`src/rtl/timer_pkg.sv`:
```
// ---------------------------------------------------------------------------
// timer_pkg
// Shared definitions for the multi-channel countdown timer: field widths,
// field moduli, field_sel encodings, the packed time layout, the per-channel
// state enum and a modular-add helper used by the field editor.
// ---------------------------------------------------------------------------
package timer_pkg;

    localparam int MS_W   = 10;
    localparam int SEC_W  = 6;
    localparam int MIN_W  = 6;
    localparam int HR_W   = 5;
    localparam int TIME_W = HR_W + MIN_W + SEC_W + MS_W;  // 27

    localparam int MS_MOD  = 1000;
    localparam int SEC_MOD = 60;
    localparam int MIN_MOD = 60;
    localparam int HR_MOD  = 24;

    localparam logic [1:0] FLD_MS  = 2'd0;
    localparam logic [1:0] FLD_SEC = 2'd1;
    localparam logic [1:0] FLD_MIN = 2'd2;
    localparam logic [1:0] FLD_HR  = 2'd3;

    typedef enum logic [1:0] {
        ST_IDLE    = 2'd0,
        ST_RUN     = 2'd1,
        ST_PAUSE   = 2'd2,
        ST_EXPIRED = 2'd3
    } ch_state_t;

    // Packed so that the struct maps bit-for-bit onto {hr, min, sec, ms}.
    typedef struct packed {
        logic [HR_W-1:0]  hr;
        logic [MIN_W-1:0] min;
        logic [SEC_W-1:0] sec;
        logic [MS_W-1:0]  ms;
    } time_t;

    // Add a small increment (<= 10) modulo a field range. Every modulus is
    // larger than the increment, so one conditional subtraction suffices.
    function automatic logic [9:0] wrap_add(input logic [9:0] val,
                                            input logic [3:0] inc,
                                            input logic [9:0] modulus);
        logic [10:0] sum;
        sum = {1'b0, val} + {7'b0, inc};
        if (sum >= {1'b0, modulus})
            sum = sum - {1'b0, modulus};
        return sum[9:0];
    endfunction

endpackage

```
`src/rtl/timer_channel.sv`:
```
// ---------------------------------------------------------------------------
// timer_channel
// One countdown channel: IDLE/RUN/PAUSE/EXPIRED state machine, field editing
// and the ms->sec->min->hr borrow-chain decrement.
// Ports:
//   clk, reset      system clock, synchronous active-high reset
//   i_tick          shared 1 ms tick
//   i_clear         zero the value, back to IDLE (already gated by ch_sel)
//   i_run_tgl       run/pause toggle               (gated by ch_sel)
//   i_add_ten       add 10 to the selected field   (gated by ch_sel)
//   i_add_one       add 1 to the selected field    (gated by ch_sel)
//   i_field_sel     0 = ms, 1 = sec, 2 = min, 3 = hr
//   o_time          {hr, min, sec, ms}
//   o_running       channel in RUN
//   o_expired       channel in EXPIRED (sticky until clear)
// ---------------------------------------------------------------------------
module timer_channel
    import timer_pkg::*;
(
    input  logic              clk,
    input  logic              reset,
    input  logic              i_tick,
    input  logic              i_clear,
    input  logic              i_run_tgl,
    input  logic              i_add_ten,
    input  logic              i_add_one,
    input  logic [1:0]        i_field_sel,
    output logic [TIME_W-1:0] o_time,
    output logic              o_running,
    output logic              o_expired
);

    ch_state_t r_state;
    time_t     r_time;

    ch_state_t w_state_cmd, w_state_nxt;
    time_t     w_time_cmd, w_time_nxt, w_dec;
    logic      w_is_zero;
    logic [3:0] w_inc;

    always_comb begin
        w_state_cmd = r_state;
        w_time_cmd  = r_time;
        w_is_zero   = (r_time == '0);
        w_inc       = i_add_ten ? 4'd10 : 4'd1;

        // Commands, highest priority first; a winning command drops the rest.
        if (i_clear) begin
            w_state_cmd = ST_IDLE;
            w_time_cmd  = '0;
        end else if (i_run_tgl) begin
            case (r_state)
                ST_IDLE:  if (!w_is_zero) w_state_cmd = ST_RUN;
                ST_RUN:   w_state_cmd = ST_PAUSE;
                ST_PAUSE: w_state_cmd = ST_RUN;
                default:  ;
            endcase
        end else if ((i_add_ten || i_add_one) &&
                     (r_state == ST_IDLE || r_state == ST_PAUSE)) begin
            case (i_field_sel)
                FLD_MS:  w_time_cmd.ms  = wrap_add(r_time.ms, w_inc, 10'(MS_MOD));
                FLD_SEC: w_time_cmd.sec = SEC_W'(wrap_add({4'b0, r_time.sec}, w_inc, 10'(SEC_MOD)));
                FLD_MIN: w_time_cmd.min = MIN_W'(wrap_add({4'b0, r_time.min}, w_inc, 10'(MIN_MOD)));
                default: w_time_cmd.hr  = HR_W'(wrap_add({5'b0, r_time.hr}, w_inc, 10'(HR_MOD)));
            endcase
        end

        // Borrow chain; only meaningful for a nonzero value.
        w_dec = r_time;
        if (r_time.ms != '0) begin
            w_dec.ms = r_time.ms - 10'd1;
        end else begin
            w_dec.ms = 10'(MS_MOD - 1);
            if (r_time.sec != '0) begin
                w_dec.sec = r_time.sec - 6'd1;
            end else begin
                w_dec.sec = 6'(SEC_MOD - 1);
                if (r_time.min != '0) begin
                    w_dec.min = r_time.min - 6'd1;
                end else begin
                    w_dec.min = 6'(MIN_MOD - 1);
                    w_dec.hr  = r_time.hr - 5'd1;
                end
            end
        end

        // The tick acts on the post-command state, so PAUSE->RUN decrements
        // in the same cycle while RUN->PAUSE does not. A RUN state always
        // implies the value was not edited this cycle, so r_time is current.
        // A zero value can reach RUN only by wrapping a field while paused;
        // it expires on the next tick instead of borrowing past zero.
        w_state_nxt = w_state_cmd;
        w_time_nxt  = w_time_cmd;
        if (i_tick && w_state_cmd == ST_RUN) begin
            if (w_is_zero || w_dec == '0) begin
                w_time_nxt  = '0;
                w_state_nxt = ST_EXPIRED;
            end else begin
                w_time_nxt = w_dec;
            end
        end
    end

    always_ff @(posedge clk) begin
        if (reset) begin
            r_state <= ST_IDLE;
            r_time  <= '0;
        end else begin
            r_state <= w_state_nxt;
            r_time  <= w_time_nxt;
        end
    end

    assign o_time    = r_time;
    assign o_running = (r_state == ST_RUN);
    assign o_expired = (r_state == ST_EXPIRED);

endmodule

```
`src/rtl/multi_countdown_timer.sv`:
```
// ---------------------------------------------------------------------------
// multi_countdown_timer
// NUM_CH independent hr:min:sec:ms countdown channels sharing a 1 ms tick.
// Holds the tick prescaler, the ch_sel decode and output packing.
// Ports:
//   clk, reset   system clock, synchronous active-high reset
//   ch_sel       channel addressed by the command strobes (>= NUM_CH: none)
//   field_sel    0 = ms, 1 = sec, 2 = min, 3 = hr
//   add_one      add 1 to the selected field
//   add_ten      add 10 to the selected field
//   run_tgl      run/pause toggle
//   clear        zero the channel, back to IDLE
//   out_time     channel k at [27k+26:27k] as {hr, min, sec, ms}
//   running      per-channel RUN flag
//   expired      per-channel sticky expiry flag
// ---------------------------------------------------------------------------
module multi_countdown_timer
    import timer_pkg::*;
#(
    parameter  int NUM_CH   = 4,
    parameter  int TICK_DIV = 100000,
    localparam int CW       = (NUM_CH > 1) ? $clog2(NUM_CH) : 1
) (
    input  logic                     clk,
    input  logic                     reset,
    input  logic [CW-1:0]            ch_sel,
    input  logic [1:0]               field_sel,
    input  logic                     add_one,
    input  logic                     add_ten,
    input  logic                     run_tgl,
    input  logic                     clear,
    output logic [TIME_W*NUM_CH-1:0] out_time,
    output logic [NUM_CH-1:0]        running,
    output logic [NUM_CH-1:0]        expired
);

    localparam int PW = $clog2(TICK_DIV);

    logic [PW-1:0]     r_presc;
    logic              w_tick;
    logic [NUM_CH-1:0] w_sel;

    // Free-running prescaler; tick is the last count of each period.
    assign w_tick = (r_presc == PW'(TICK_DIV - 1));

    always_ff @(posedge clk) begin
        if (reset)
            r_presc <= '0;
        else if (w_tick)
            r_presc <= '0;
        else
            r_presc <= r_presc + 1'b1;
    end

    for (genvar k = 0; k < NUM_CH; k++) begin : g_ch
        // Out-of-range ch_sel values match no channel, dropping the command.
        assign w_sel[k] = (ch_sel == CW'(k));

        timer_channel u_ch (
            .clk         (clk),
            .reset       (reset),
            .i_tick      (w_tick),
            .i_clear     (clear   & w_sel[k]),
            .i_run_tgl   (run_tgl & w_sel[k]),
            .i_add_ten   (add_ten & w_sel[k]),
            .i_add_one   (add_one & w_sel[k]),
            .i_field_sel (field_sel),
            .o_time      (out_time[TIME_W*k +: TIME_W]),
            .o_running   (running[k]),
            .o_expired   (expired[k])
        );
    end

endmodule
```
`config.mk`:
```
export PLATFORM = sky130hd
export DESIGN_NAME = multi_countdown_timer
export DESIGN_NICKNAME = d
export VERILOG_FILES = /design/src/rtl/timer_pkg.sv /design/src/rtl/timer_channel.sv /design/src/rtl/multi_countdown_timer.sv
export SDC_FILE = /design/constraint.sdc
export NUM_CORES = 1
export LEC_CHECK = 0
export ABC_AREA = 1
export BUFFER_PORTS_ARGS = -buffer_cell sky130_fd_sc_hd__buf_2
export CAP_MARGIN = 20
export CORE_ASPECT_RATIO = 1.75
export CORE_MARGIN = 1
export CORE_UTILIZATION = 50
export CTS_BUF_LIST = sky130_fd_sc_hd__clkbuf_4 sky130_fd_sc_hd__clkbuf_8 sky130_fd_sc_hd__clkbuf_16
export DETAILED_ROUTE_END_ITERATION = 10
export PLACE_DENSITY = 0.64
export SLEW_MARGIN = 15
export SYNTH_ARGS = -nofsm -noshare
export SYNTH_HDL_FRONTEND = slang
export SYNTH_HIERARCHICAL = 1
export SYNTH_SLANG_ARGS = --single-unit
```
`constraint.sdc`:
```
create_clock -name clk -period 5.98 [get_ports clk]
set_input_delay 1.196 -clock clk [delete_from_list [all_inputs] [get_ports clk]]
set_output_delay 1.196 -clock clk [all_outputs]
set_load 0.01 [all_outputs]
```
==> impl_metrics.csv <==
group,metric,value,unit
run_status,status,"completed",
cells_and_area,diodes,0,
global_route,use_met1,32.3,%
sta,period_share,68.4,%
clock_tree,clockBufferDepth,2,
logic_synthesis,synth-main-ff-cell,"dfxtp_1",
worst_setup_path,worstSetupStartpointType,"primary input",
sta,layout_setup_ws,1.89,ns
detailed_routing,wl_per_cell,15.3,µm
die,io_pins,126,
worst_setup_path,path_class,"in2reg",
logic_synthesis,async_reset_ff_share,0,%
worst_setup_path,cp_slowest_stage_delay,0.41,ns
global_route,grt_pass1_wl,76900,µm
placement,place_area,0.0161,mm²
global_route,grt_util_met3,3.78,%
clock_tree,cts-resized-gates,0,
die,die-area,0.0317,mm²
pwr,pwr-share-seq,31.0,%
logic_synthesis,netlist.area_leader.share,17.2,%
pwr,switching_share,40.2,%
global_route,overflow,0,
logic_synthesis,syn_nets,2716,
sta,final_hold_viol_count,0,
detailed_routing,drtIter0Drc,1110,
global_route,first_global_vias,16180,
sta,period_minus_slack,4.09,ns
hold_path,holdCritPathClass,"reg2reg",
clock_tree,cts_setup_buffers,0,
sta,worstMarginPinSlew,1.03,ns
clock_tree,cts_hold_buf,0,
logic_synthesis,ys_types,41,
worst_setup_path,path_delay_family,"simple AND/OR/NAND/NOR gates",
sta,fmax,245,MHz
worst_setup_path,worstPathBufferInverterCount,5,
global_route,grt_antenna_before_repair,1,
worst_setup_path,cp.arrival,4.43,ns
detailed_routing,drtPass1Iterations,7,
die,std_cell_rows,84,
logic_synthesis,synth_area,0.0155,mm²
worst_setup_path,crit_required,6.32,ns
detailed_routing,final_antenna_net_count,0,
worst_setup_path,crit_top_cell,"nand2_1",
logic_synthesis,yosysWarnings,6,
die,dieWidth,135,µm
cells_and_area,layout_commonest_cell,"nand2_1",
clock_tree,path_clk_slew,0.06,ns
hold_path,hold_depth,1,
sta,final.setup_skew,0.00905,ns
logic_synthesis,syn-instance-count,2601,
die,core,0.0303,mm²
logic_synthesis,synth_top_cell_by_area,"dfxtp_1",
cells_and_area,area_growth,7.77,%
worst_setup_path,rr_worst_depth,14,
sta,hold_slack,0.476,ns
clock_tree,clock_latency,0.44,ns
cells_and_area,layout_common_cells,"nand2_1, inv_1, nor2_1",
die,die_h,235,µm
pwr,ir_drop,0.212,mV
sta,slew_violations,0,
detailed_routing,route.vias.total,17010,
worst_setup_path,end_kind,"register",
pwr,p_leak,8.24,nW
pwr,power.clock.fraction,33.3,%
sta,fin_setup_tns,0,ns
clock_tree,cts_max_level,4,
clock_tree,cts_tree,"done",
worst_setup_path,crit_path_cell_trace,"buf_2, inv_1, nand2_1, nor2_1, buf_4, inv_1, ha_1, fa_1, nand3_1, nand2_1, nand2_1, nand2_1, ha_1, nor2_1, nand2_1, nand2_1, nand2_1, nand2_1, nand3_1, nand3b_1, nand3_1, nand2_1, inv_1",
pwr,p_comb_share,35.7,%
logic_synthesis,yosys_register_bits,133,
sta,slew-limit-headroom,30.9,%
pwr,p_int,2.04,mW
pwr,cellPowerDensity,205,mW/mm²
clock_tree,cts_num_sinks,133,
placement,place_ws,1.49,ns
global_route,grt_busiest_layer,"met2",
worst_setup_path,cpMaxStageDelayCell,"fa_1",
placement,gp_congestion,0.920,
global_route,globalRouteMet2Util,55.9,%
placement,io_buffer_count,125,
detailed_routing,viasPerCell,5.53,
flow_run,drv_cap,0,
global_route,grt.total_usage,30.0,%
detailed_routing,routed_wl,47200,µm
placement,dp_hpwl,35700,µm
logic_synthesis,synth_edf_count,0,
logic_synthesis,synthTopCellsByArea,"dfxtp_1, nand2_1, nand3_1",
logic_synthesis,yosysSeqAreaShare,17.2,%
cells_and_area,drive_above_1_share,10.6,%
global_route,grt_max_degree,28,
cells_and_area,fin_area,0.0167,mm²
clock_tree,numCtsBuffers,17,
clock_tree,cts_root_buf,"clkbuf_16",
sta,setup_viol,0,
worst_setup_path,worstPathMaxFanout,13,
logic_synthesis,syn_area_per_cell,5.95,µm²
worst_setup_path,cp.depth,23,
die,start_util,51.1,%
worst_setup_path,r2r_slack,2.35,ns
cells_and_area,nNetsFinal,2792,
detailed_routing,drc,0,
sta,rsz0062_at_grt,"no",
pwr,power_switching,1.38,mW
[worst register-to-register path: cells and delay by family, from the launching register on]
kind,cells,cell delay [ns]
AOI/OAI and AO/OA,1,0.39
adders and majority gates,1,0.31
buffers and inverters,3,0.57
DFF,1,0.53
and+or+nand+nor,9,1.74
[worst paths after layout]
kind	startpoint	endpoint
setup / recovery	ch_sel[0]	g_ch[0].u_ch/o_time[8]$_SDFFE_PP0P_
hold / removal	r_presc[0]$_SDFF_PP0_	r_presc[0]$_SDFF_PP0_
setup reg to reg	g_ch[2].u_ch/o_time[1]$_SDFFE_PP0P_	g_ch[2].u_ch/o_time[7]$_SDFFE_PP0P_
hold reg to reg	r_presc[0]$_SDFF_PP0_	r_presc[0]$_SDFF_PP0_
[power groups by stage]
stage               combinational (mW)  clock (mW)  sequential [mW]
floorplan                        0.936           0             1.05
CTS                               1.21        1.16             1.06
global placement                  1.19           0             1.08
detailed placement                1.21           0             1.08
finish                            1.22        1.14             1.06
global route                      1.38        1.20             1.07
[metal layers]
metal	routed length [µm]	up-vias
met5	10	-
met4	2070	2
met3	2070	139
met2	24600	475
met1	18500	7805
li1	-	8589
[sequential cells by signal, summed over array words and instances (netlist names)]
name,flops
g_ch.u_ch/o_time,108
r_presc,17
g_ch.u_ch/r_state,8
[synth_stat cells (4+ instances only)]
library cell  count
a21boi_0          5
nand2_4           6
dfxtp_1         133
and3_1            4
fa_1             16
a21oi_1         197
nand3_2           9
a31oi_1          21
nand4_4           4
xor2_1           77
nand2_1         576
ha_1             89
inv_1           343
nor3_1           34
nand3_4           9
nor2_4           20
buf_6            31
xnor2_1          18
buf_2            15
o21ai_1          36
clkinv_2          4
o21ai_0         197
nor2_1          324
nand2_2          15
nor2_2           21
inv_2            15
nand3_1         293
nand3b_1          5
nand4_1          24
clkbuf_1         19
or2_2            19
[metrics by stage]
stage / utilization [%] / cells / power, mW
final: 55.1 / 3076 / 3.42
after global routing: 55.1 / 3076 / 3.65
after floorplan: - / 2601 / 1.98
after CTS: 55.1 / 3076 / 3.44
after detailed placement: 53.0 / 3045 / 2.29
after global placement: 53.0 / 3045 / 2.27
[area by class of cell]
class,count,area [µm²]
clock inverters,13,183
inverters,366,1380
clock buffers,18,433
fillers,3190,13600
multi-input cells,2030,10900
flip-flops and latches,133,2660
well taps,387,484
repair buffers,129,656
[cell families after synthesis]
kind of cell	Yosys count	synth area share [%]
AND/OR/NAND/NOR	1364	40.1
AO/OA/AOI/OAI	466	15.5
flip-flops	133	17.2
XOR/XNOR	95	5.38
buffers and inverters	438	12.5
adder cells (fa/ha/maj)	105	9.27
Power figures use the tool's default switching activity.
